File: src/rtl/bolme_pkg.sv
// Shared definitions for the 32-bit iterative divider: op encodings, FSM states
// and the sign-magnitude helpers used on the operand and result paths.
package bolme_pkg;

  localparam int GENISLIK = 32;

  localparam logic [1:0] ISLEM_DIVU = 2'b00;
  localparam logic [1:0] ISLEM_REMU = 2'b01;
  localparam logic [1:0] ISLEM_DIV  = 2'b10;
  localparam logic [1:0] ISLEM_REM  = 2'b11;

  typedef enum logic {
    BOS    = 1'b0,
    MESGUL = 1'b1
  } durum_t;

  function automatic logic [GENISLIK-1:0] eksi(input logic [GENISLIK-1:0] x);
    eksi = 32'd0 - x;
  endfunction

  function automatic logic [GENISLIK-1:0] mutlak(input logic [GENISLIK-1:0] x,
                                                 input logic isaretli);
    if (isaretli && x[GENISLIK-1]) begin
      mutlak = eksi(x);
    end else begin
      mutlak = x;
    end
  endfunction

endpackage

File: src/rtl/bolme_birimi_32.sv
// Radix-2 restoring divider for RV32M DIVU/REMU/DIV/REM: one quotient bit per
// clock, fixed 32-cycle latency, registered result with a one-cycle done pulse.
module bolme_birimi_32
  import bolme_pkg::*;
(
  input  logic                clk_i,
  input  logic                rst_i,
  input  logic                basla_i,
  input  logic [1:0]          islem_i,
  input  logic [GENISLIK-1:0] bolunen_i,
  input  logic [GENISLIK-1:0] bolen_i,
  output logic [GENISLIK-1:0] sonuc_o,
  output logic                bitti_o
);

  durum_t                  durum_r;
  durum_t                  durum_sonraki_s;
  logic                    kabul_s;
  logic                    bitir_s;
  logic [5:0]              sayac_r;
  logic [2*GENISLIK-1:0]   kaydirma_r;
  logic [GENISLIK-1:0]     bolen_r;
  logic                    kalan_sec_r;
  logic                    neg_bolum_r;
  logic                    neg_kalan_r;
  logic [GENISLIK-1:0]     sonuc_r;
  logic                    bitti_r;

  logic                    isaretli_s;
  logic                    kalan_istek_s;
  logic [GENISLIK:0]       fark_s;
  logic [2*GENISLIK-1:0]   sonraki_s;
  logic [GENISLIK-1:0]     sonuc_hesap_s;

  assign isaretli_s    = (islem_i == ISLEM_DIV) || (islem_i == ISLEM_REM);
  assign kalan_istek_s = !((islem_i == ISLEM_DIVU) || (islem_i == ISLEM_DIV));

  // State register
  always_ff @(posedge clk_i or negedge rst_i) begin
    if (!rst_i) begin
      durum_r <= BOS;
    end else begin
      durum_r <= durum_sonraki_s;
    end
  end

  // Next-state logic, accept and completion strobes
  always_comb begin
    durum_sonraki_s = durum_r;
    kabul_s         = 1'b0;
    bitir_s         = 1'b0;
    case (durum_r)
      BOS: begin
        if (basla_i) begin
          durum_sonraki_s = MESGUL;
          kabul_s         = 1'b1;
        end else begin
          durum_sonraki_s = BOS;
        end
      end
      MESGUL: begin
        if (sayac_r == 6'd1) begin
          durum_sonraki_s = BOS;
          bitir_s         = 1'b1;
        end else begin
          durum_sonraki_s = MESGUL;
        end
      end
      default: begin
        durum_sonraki_s = BOS;
      end
    endcase
  end

  // One restoring step; the 33-bit difference sign decides the quotient bit.
  // A zero divisor makes every subtraction succeed, giving all-ones quotient and
  // the untouched dividend magnitude as remainder.
  always_comb begin
    fark_s = kaydirma_r[2*GENISLIK-1:GENISLIK-1] - {1'b0, bolen_r};
    if (!fark_s[GENISLIK]) begin
      sonraki_s = {fark_s[GENISLIK-1:0], kaydirma_r[GENISLIK-2:0], 1'b1};
    end else begin
      sonraki_s = {kaydirma_r[2*GENISLIK-2:0], 1'b0};
    end
  end

  // Sign fix-up of the final step's quotient or remainder
  always_comb begin
    if (kalan_sec_r) begin
      if (neg_kalan_r) begin
        sonuc_hesap_s = eksi(sonraki_s[2*GENISLIK-1:GENISLIK]);
      end else begin
        sonuc_hesap_s = sonraki_s[2*GENISLIK-1:GENISLIK];
      end
    end else begin
      if (neg_bolum_r) begin
        sonuc_hesap_s = eksi(sonraki_s[GENISLIK-1:0]);
      end else begin
        sonuc_hesap_s = sonraki_s[GENISLIK-1:0];
      end
    end
  end

  // Datapath registers: operand capture, iteration and result
  always_ff @(posedge clk_i or negedge rst_i) begin
    if (!rst_i) begin
      sayac_r     <= 6'd0;
      kaydirma_r  <= 64'd0;
      bolen_r     <= 32'd0;
      kalan_sec_r <= 1'b0;
      neg_bolum_r <= 1'b0;
      neg_kalan_r <= 1'b0;
      sonuc_r     <= 32'd0;
      bitti_r     <= 1'b0;
    end else begin
      bitti_r <= bitir_s;
      if (kabul_s) begin
        sayac_r     <= 6'd32;
        kaydirma_r  <= {32'd0, mutlak(bolunen_i, isaretli_s)};
        bolen_r     <= mutlak(bolen_i, isaretli_s);
        kalan_sec_r <= kalan_istek_s;
        // Divide-by-zero keeps the all-ones quotient unsigned-looking
        neg_bolum_r <= isaretli_s && (bolunen_i[GENISLIK-1] ^ bolen_i[GENISLIK-1])
                       && (bolen_i != 32'd0);
        neg_kalan_r <= isaretli_s && bolunen_i[GENISLIK-1];
      end else if (durum_r == MESGUL) begin
        sayac_r    <= sayac_r - 6'd1;
        kaydirma_r <= sonraki_s;
        if (bitir_s) begin
          sonuc_r <= sonuc_hesap_s;
        end else begin
          sonuc_r <= sonuc_r;
        end
      end else begin
        sayac_r <= sayac_r;
      end
    end
  end

  assign sonuc_o = sonuc_r;
  assign bitti_o = bitti_r;

endmodule

File: config.mk
export PLATFORM = sky130hd
export DESIGN_NAME = bolme_birimi_32
export DESIGN_NICKNAME = d
export VERILOG_FILES = /design/src/rtl/bolme_pkg.sv /design/src/rtl/bolme_birimi_32.sv
export SDC_FILE = /design/constraint.sdc
export NUM_CORES = 1
export LEC_CHECK = 0
export BUFFER_PORTS_ARGS = -buffer_cell sky130_fd_sc_hd__buf_4
export CAP_MARGIN = 30
export CORE_AREA = 10 10 172 174
export CTS_CLUSTER_SIZE = 25
export DETAILED_ROUTE_END_ITERATION = 8
export DIE_AREA = 0 0 182 184
export PLACE_DENSITY = 0.59
export RECOVER_POWER = 100
export SLEW_MARGIN = 5
export SYNTH_ARGS = -nofsm -noshare
export SYNTH_HDL_FRONTEND = slang
export SYNTH_SLANG_ARGS = --single-unit
File: constraint.sdc
create_clock -name clk_i -period 5.5 [get_ports clk_i]
set_input_delay 0.825 -clock clk_i [delete_from_list [all_inputs] [get_ports clk_i]]
set_output_delay 0.825 -clock clk_i [all_outputs]
set_load 0.02 [all_outputs]
# Yosys cells after proc, flatten, opt, wreduce, memory -nomap -nowiden
# Cells that the tools add are included.
[totals]
reg_bits = 139
latch_bits = 0
mem_bits_rw = 0
rom_bits = 0
in_bits = 69
out_inout_bits = 33
word_cells = 48
n_memories = 0
[classes]
add_sub_neg = 6
n_mul = 0
div = 0
n_lt_le_gt_ge = 0
n_eq_ne = 3
shifts = 0
n_mux = 16
bitwise_logic = 3
reduce_logical = 11
[ops]
columns = ["op", "n"]
rows = [
  ["2-to-1 mux 64 bit", 3],
  ["2-to-1 mux 32 bit", 5],
  ["subtractor 1 x 32 -> 32 bit, first input constant", 4],
  ["subtractor 33 x 32 -> 33 bit", 1],
  ["nonzero test 32 bit", 1],
  ["2-to-1 mux 6 bit", 2],
  ["== test 6 x 1 -> 1 bit, second input constant", 1],
  ["subtractor 6 x 1 -> 6 bit, second input constant", 1],
  ["2-to-1 mux 1 bit", 5],
  ["== test 2 bit, second input constant", 2],
  ["logical AND 1 bit", 4],
  ["AND reduction 3 bit", 1],
  ["logical NOT 2 bit", 1],
  ["logical OR 1 bit", 2],
  ["NOT 1 bit", 2],
  ["case mux 1 bit (2 select lines)", 1],
  ["nonzero test 2 bit", 1],
  ["logical NOT 1 bit", 1],
  ["XOR 1 bit", 1],
]

# Longest topological paths before layout
# Gate-level depths: netlist (run 1).
[depth]
ltp_word = 5
depth_mapped = 24
mapped_depth_nobuf = 21

# Least setup slack after synthesis (run 1)
# No wires, ideal clock.
[synth_timing]
kind = "register -> register"
from = "register kaydirma_r[31]"
to = "register sonuc_r[30] (netlist: sonuc_o[30])"
setup_ns = 0.099
arrival_time_ns = 4.498
required_time_ns = 5.401
path_slack_ns = 0.902
path_stages_with_launch = 24
n_path_buf = 3
synth_period_minus_slack_ns = 4.598
path_cell_list = "dfrtp_1 > inv_1 > ha_1 > inv_1 > fa_1 > a211oi_2 > o21a_2 > a2111oi_4 > o211a_4 > nor3_4 > nor2_8 > inv_2 > buf_2 > buf_2 > buf_2 > ha_1 > nand3_1 > or3_1 > or2_2 > o21ai_0 > xnor2_1 > o221ai_1 > a21boi_0 > a311oi_1"
[synth_via]
elab_chain_cells = 5
elab_cells_between_ends = 7
cone_classes = "add/sub (3); mux (4)"
[synth_lines]
columns = ["item", "line_no", "text"]
rows = [
  ["start, declared", "bolme_birimi_32.sv:21", "logic [2*GENISLIK-1:0] kaydirma_r;"],
  ["start signal, assigned", "bolme_birimi_32.sv:119", "kaydirma_r <= {32'd0, mutlak(bolunen_i, isaretli_s)};"],
  ["start signal, assigned", "bolme_birimi_32.sv:128", "kaydirma_r <= sonraki_s;"],
  ["subtractor 33 x 32 -> 33 bit", "bolme_birimi_32.sv:79", "fark_s = kaydirma_r[2*GENISLIK-1:GENISLIK-1] - {1'b0, bolen_r};"],
  ["2-to-1 mux 64 bit *", "bolme_birimi_32.sv:80", "if (!fark_s[GENISLIK]) begin"],
  ["subtractor 1 x 32 -> 32 bit", "bolme_pkg.sv:18", "eksi = 32'd0 - x;"],
  ["2-to-1 mux 32 bit (on tied branches)", "bolme_birimi_32.sv:96, bolme_birimi_32.sv:90", ""],
  ["2-to-1 mux 32 bit *", "bolme_birimi_32.sv:89", "if (kalan_sec_r) begin"],
  ["end signal, assigned", "bolme_birimi_32.sv:130", "sonuc_r <= sonuc_hesap_s;"],
  ["end signal, assigned", "bolme_birimi_32.sv:132", "sonuc_r <= sonuc_r;"],
  ["end, declared", "bolme_birimi_32.sv:26", "logic [GENISLIK-1:0] sonuc_r;"],
]
# Mark *: on every way between the ends. The rest lies on a longest branch, timed or not.
# A chain may end at the register's enable or synchronous reset.

# Final worst setup path (run 1)
[layout_timing]
from = "register kaydirma_r[31]"
to = "register sonuc_r[31] (netlist: sonuc_o[31])"
# The elaborated chain is that of the path after synthesis.

==> run metrics, run 1 <==
Routed Antenna Nets 0; buffer depth of the longest clock path 2; GP Congestion slightly below 0.9; MaxCap Viol Count 5; die height 184 um; GRT Total Usage 21.6%; Synth Net Count 1598; post-synth top area share a little under a third; Worst-Margin Slew 2960 ps; number of synthesized flops with an enable pin 0; HP Class flop to flop; Post-CTS Resized 0; I/O Pins 102; fin crit share 91.5%; clk root buf clkbuf_16; clock transition at the registers of the reported paths approximately 70 ps; Layout area overhead 11.9%; detail-routed net length per standard cell 19.7 um; Slew Limit Fails 280; outcome complete, but fails checks; Die X between 150 and 200 um; share of synthesized registers carrying an async set or reset 100%; vias in the first global route 10400; Max Fclk 199 MHz; DR iter-0 viols 965; share of cells above drive strength 1 8.58%; Crit Path Max Fanout between 40 and 50; Final Hold Violating Endpoints 0; WS Path Type flop to flop; hpwl dp 28200 um; WP data required 5840 ps; ant diodes 0; Cells after Synth 1490; dpl cell area 12500 um^2; Setup TNS 0 ps; Finished Cell Area approximately 13000 um^2; Synth Flop Type dfrtp_1; Critical Path AT 5370 ps; Synth Area per Inst 7.77 um^2; crit path launch type flop; failing checks capacitance limit, slew limit; pin count of the biggest net entering global routing 92; TritonCTS Buffers 17; clock skew 13.5 ps; post-synthesis register bit count 139; library cells used by synthesis 84; vias per inst slightly below 6; initial antenna violation count 0; Initial Util 44.7%; RSZ-0062 raised after global routing no; via count around 11000; # hold bufs at CTS 0; DR pass1 iterations 5; synth warn 0; Area contributors post-synth dfrtp_1 (30%), o21ai_0 (7.9%), nand2_1 (7.0%); Post-CTS Setup Repair Bufs 0; FP Rows 59; Seq/Total Area, Yosys 30.0%; clk_lat worst skew around 430 ps; I/O Buffers about 100; Setup Viol. Count Final 0; CTS tree yes; first-pass GRT wire length 58700 um; overall routed net length 37200 um; die area 33500 um^2; fin nets 1646; clock sinks 139; DRC viols 0; htree depth 4; Synth Cell Area 11600 um^2; final hold slack 459 ps; Critical Path End Type flop; Slew headroom -97.2%; minimum clock period 5030 ps; core box area 25900 um^2; Yosys top cell by area dfrtp_1; GRT overflow 0
==> Yosys cell counts, types with 16 or more instances <==
cell type / instances
nand2b_1: 47
o21ai_0: 182
nand3_1: 16
ha_1: 38
clkbuf_1: 64
nand2_1: 217
a21oi_1: 94
inv_1: 58
o31ai_1: 27
nor3_1: 37
mux2i_1: 46
xor2_1: 59
o21ai_1: 18
or3_1: 20
xnor2_1: 70
nor2_1: 102
dfrtp_1: 139
==> cells by family after synthesis <==
kind of cell / synth area share, %
buffers and inverters: 4.93
multiplexers: 4.66
adder cells (fa/ha/maj): 4.28
AO/OA/AOI/OAI: 24.3
XOR/XNOR: 9.76
AND/OR/NAND/NOR: 22.1
flip-flops: 30.0
==> per-layer routing <==
layer,vias up,part of all wire [%],global-route usage (%)
li1,5395,-,-
met1,5229,49,30.5
met5,-,0,0
met4,0,1.0,4.17
met2,292,46,34.2
met3,24,4.7,3.35
==> per-stage QoR <==
stage	setup slack, ps	utilization (%)	instances
6_report	469	50.0	1886
4_1_cts	745	50.6	1885
2_1_floorplan	902	-	1490
3_3_place_gp	843	48.3	1853
3_5_place_dp	768	48.3	1853
5_1_grt	109	50.0	1886
==> path summary, 6_finish.rpt <==
check                               start        endpoint  slack, ps  cells past startpoint
max in group asynchronous           rst_i  kaydirma_r[44]       1730                      2
max                        kaydirma_r[31]     sonuc_o[31]        470                     16
min reg2reg                    sayac_r[5]      sayac_r[5]        460                      1
min in group asynchronous           rst_i     bolen_r[26]        600                      1
max reg2reg                kaydirma_r[31]     sonuc_o[31]        470                     16
min                            sayac_r[5]      sayac_r[5]        460                      1
==> layout by cell type, fill, tap and decap left out, drive strengths merged, types with 6 or more instances in the layout <==
cell	instances
or2	6
mux2	7
o41ai	14
buf	75
o31ai	28
nand3	17
a211oi	12
a2111oi	8
nand2b	47
nor3	40
dfrtp	139
o21ai	200
o211ai	12
or4	12
a21o	7
ha	38
or3	20
inv	61
mux2i	46
xor2	59
o22ai	7
nand4	13
nor2b	8
nor3b	7
xnor2	70
and2	9
o21a	7
clkbuf	60
nor2	103
a31oi	9
a21oi	97
nand2	217
nor4	14
a22oi	6
a21boi	6
==> sequential cells by signal, indices dropped and copies added, names as in the netlist <==
| signal | cells |
|---|---|
| kaydirma_r | 64 |
| neg_kalan_r | 1 |
| kalan_sec_r | 1 |
| neg_bolum_r | 1 |
| sayac_r | 6 |
| sonuc_o | 32 |
| bitti_o | 1 |
| bolen_r | 32 |
| durum_r | 1 |
==> layout make-up <==
cell class	count	area, um^2
Tap cell	335	419
Sequential cell	139	3480
Multi-Input combinational cell	1205	7520
Timing Repair Buffer	116	737
Clock inverter	13	143
Inverter	59	221
Fill cell	2624	13000
Clock buffer	19	443
==> worst max-delay path, stage by stage, from the launching register on <==
cell	delay, ps
dfrtp_1	410
inv_1	90
ha_1	190
inv_1	60
fa_1	430
a211oi_2	280
o21a_1	290
a2111oi_4	130
o211a_4	300
o21a_2	310
nor2_8	140
buf_4	490
a31oi_1	270
nor3_1	690
nand3_2	210
or4_1	530
o211ai_1	110
Power of run 1 is not shown: default switching activity piles up to over one toggle a cycle in this logic, so the estimate is an artifact.
==> run 2: changes to the inputs <==
--- a/config.mk
+++ b/config.mk
@@ -7,11 +7,11 @@
 export LEC_CHECK = 0
 export BUFFER_PORTS_ARGS = -buffer_cell sky130_fd_sc_hd__buf_4
 export CAP_MARGIN = 30
-export CORE_AREA = 10 10 172 174
+export CORE_AREA = 10 10 150 152
 export CTS_CLUSTER_SIZE = 25
 export DETAILED_ROUTE_END_ITERATION = 8
-export DIE_AREA = 0 0 182 184
-export PLACE_DENSITY = 0.59
+export DIE_AREA = 0 0 160 162
+export PLACE_DENSITY = 0.77
 export RECOVER_POWER = 100
 export SLEW_MARGIN = 5
 export SYNTH_ARGS = -nofsm -noshare
==> run metrics, run 2 (synthesis results as in run 1) <==
most flop-heavy register kaydirma_r; WP data required 5850 ps; HP Class flop to flop; vias per inst a little over 6; clock sinks 139; Slew Limit Fails 283; Initial Util 59.7%; WS Path Type flop to flop; CTS tree yes; ant diodes 0; DRC viols 0; die height about 160 um; Worst path slowest cell dfrtp_1; I/O Pins between 100 and 150; fin util 66.2%; clk_lat worst skew 440 ps; Crit Path Max Fanout just under 50; die area 25900 um^2; Die X 160 um; TritonCTS Buffers 17; hpwl dp 26500 um; overall routed net length 35100 um; Critical Path AT roughly 5300 ps; worst path bufs/invs 2; Largest register FFs 64; Setup Viol. Count Final 0; Slew headroom -98.7%; GRT overflow 0; fin nets approximately 1600; detail-routed net length per standard cell 19.3 um; DR iter-0 viols 1158; Finished Cell Area between 10000 and 15000 um^2; FP Rows roughly 50; failing checks capacitance limit, slew limit; buffer depth of the longest clock path 2; via count between 10000 and 15000; Max Fclk about 200 MHz; clock transition at the registers of the reported paths ~70 ps; final hold slack 467 ps; initial antenna violation count 0; Setup TNS 0 ps; dpl cell area 12400 um^2; share of cells above drive strength 1 8.84%; Crit path max-delay family simple AND/OR/NAND/NOR gates; RSZ-0062 raised after global routing no; most common cell after layout, fill and taps aside nand2_1; Critical Path End Type flop; core box area 19400 um^2; crit-path cells nand2b_1, nor3_1, nand3b_1, clkbuf_1, inv_1, nand2_1, or4_1, o211ai_1; clk root buf clkbuf_16; fill count 1817; first-pass GRT wire length 56500 um; clock skew 12.2 ps; most frequent cells in the layout nand2_1 (217), o21ai_0 (189), dfrtp_1 (139); Post-CTS Resized 0; outcome complete, but fails checks; htree depth 4; pin count of the biggest net entering global routing between 70 and 80; multi-input logic area 7530 um^2; Layout area overhead 10.9%; register area 3480 um^2; Worst-Margin Slew 2980 ps; slowest cell delay on critical path 1650 ps; I/O Buffers 101; crit path launch type flop; Post-CTS Setup Repair Bufs 0; Routed Antenna Nets 0; minimum clock period ~5000 ps; GRT Total Usage 26.5%; DR pass1 iterations 7; fin crit share between 90% and 100%; # hold bufs at CTS 0; Final Hold Violating Endpoints 0; vias in the first global route 10500; MaxCap Viol Count 5; GP Congestion 0.980
==> run 2: cell types whose count changed in the layout (fill, tap and decap cells not counted), sizes merged <==
cell	before	now
buf	75	74
clkbuf	60	57
bufinv	2	0
clkinvlp	5	1
inv	61	69
==> run 2: area by class of cell <==
| cell class | count | share of cell area (%) |
|---|---|---|
| multi-input cells | 1205 | 58.6 |
| flip-flops and latches | 139 | 27.1 |
| repair buffers | 114 | 5.52 |
| clock buffers | 17 | 3.31 |
| well taps | 265 | 2.58 |
| inverters | 59 | 1.72 |
| clock inverters | 15 | 1.14 |
==> run 2: path summary, 6_finish.rpt <==
| path | start | to | slack, ps | cells past startpoint |
|---|---|---|---|---|
| worst max-delay path | durum_r | sonuc_o[31] | 510 | 8 |
| worst min-delay path | sayac_r[5] | sayac_r[5] | 470 | 1 |
| worst max register to register | durum_r | sonuc_o[31] | 510 | 8 |
| worst min register to register | sayac_r[5] | sayac_r[5] | 470 | 1 |
| max in group asynchronous | rst_i | kaydirma_r[47] | 1760 | 2 |
| min in group asynchronous | rst_i | kaydirma_r[56] | 1360 | 1 |
==> run 2: worst register-to-register path, stage by stage (launching register included) <==
cell and delay, ps:
dfrtp_1 1650, nand2b_1 190, nor3_1 200, nand3b_1 90, clkbuf_1 630, inv_1 830
nand2_1 570, or4_1 650, o211ai_1 100
==> run 2: stage by stage <==
stage / worst slack (ps) / instances
6_report: 511 / 1814
4_1_cts: 621 / 1814
5_1_grt: 77.6 / 1814
3_5_place_dp: 676 / 1782
3_3_place_gp: 803 / 1782
2_1_floorplan: 902 / 1490
==> run 2: layer usage <==
metal | up-vias | GRT usage [%] | wire, um
met1 | 5268 | 36.0 | 15500
met4 | 0 | 7.47 | 619
li1 | 5408 | - | -
met5 | - | 0 | 0
met3 | 50 | 5.16 | 2800
met2 | 499 | 42.0 | 16100
Power of run 2 is left out for the same reason.
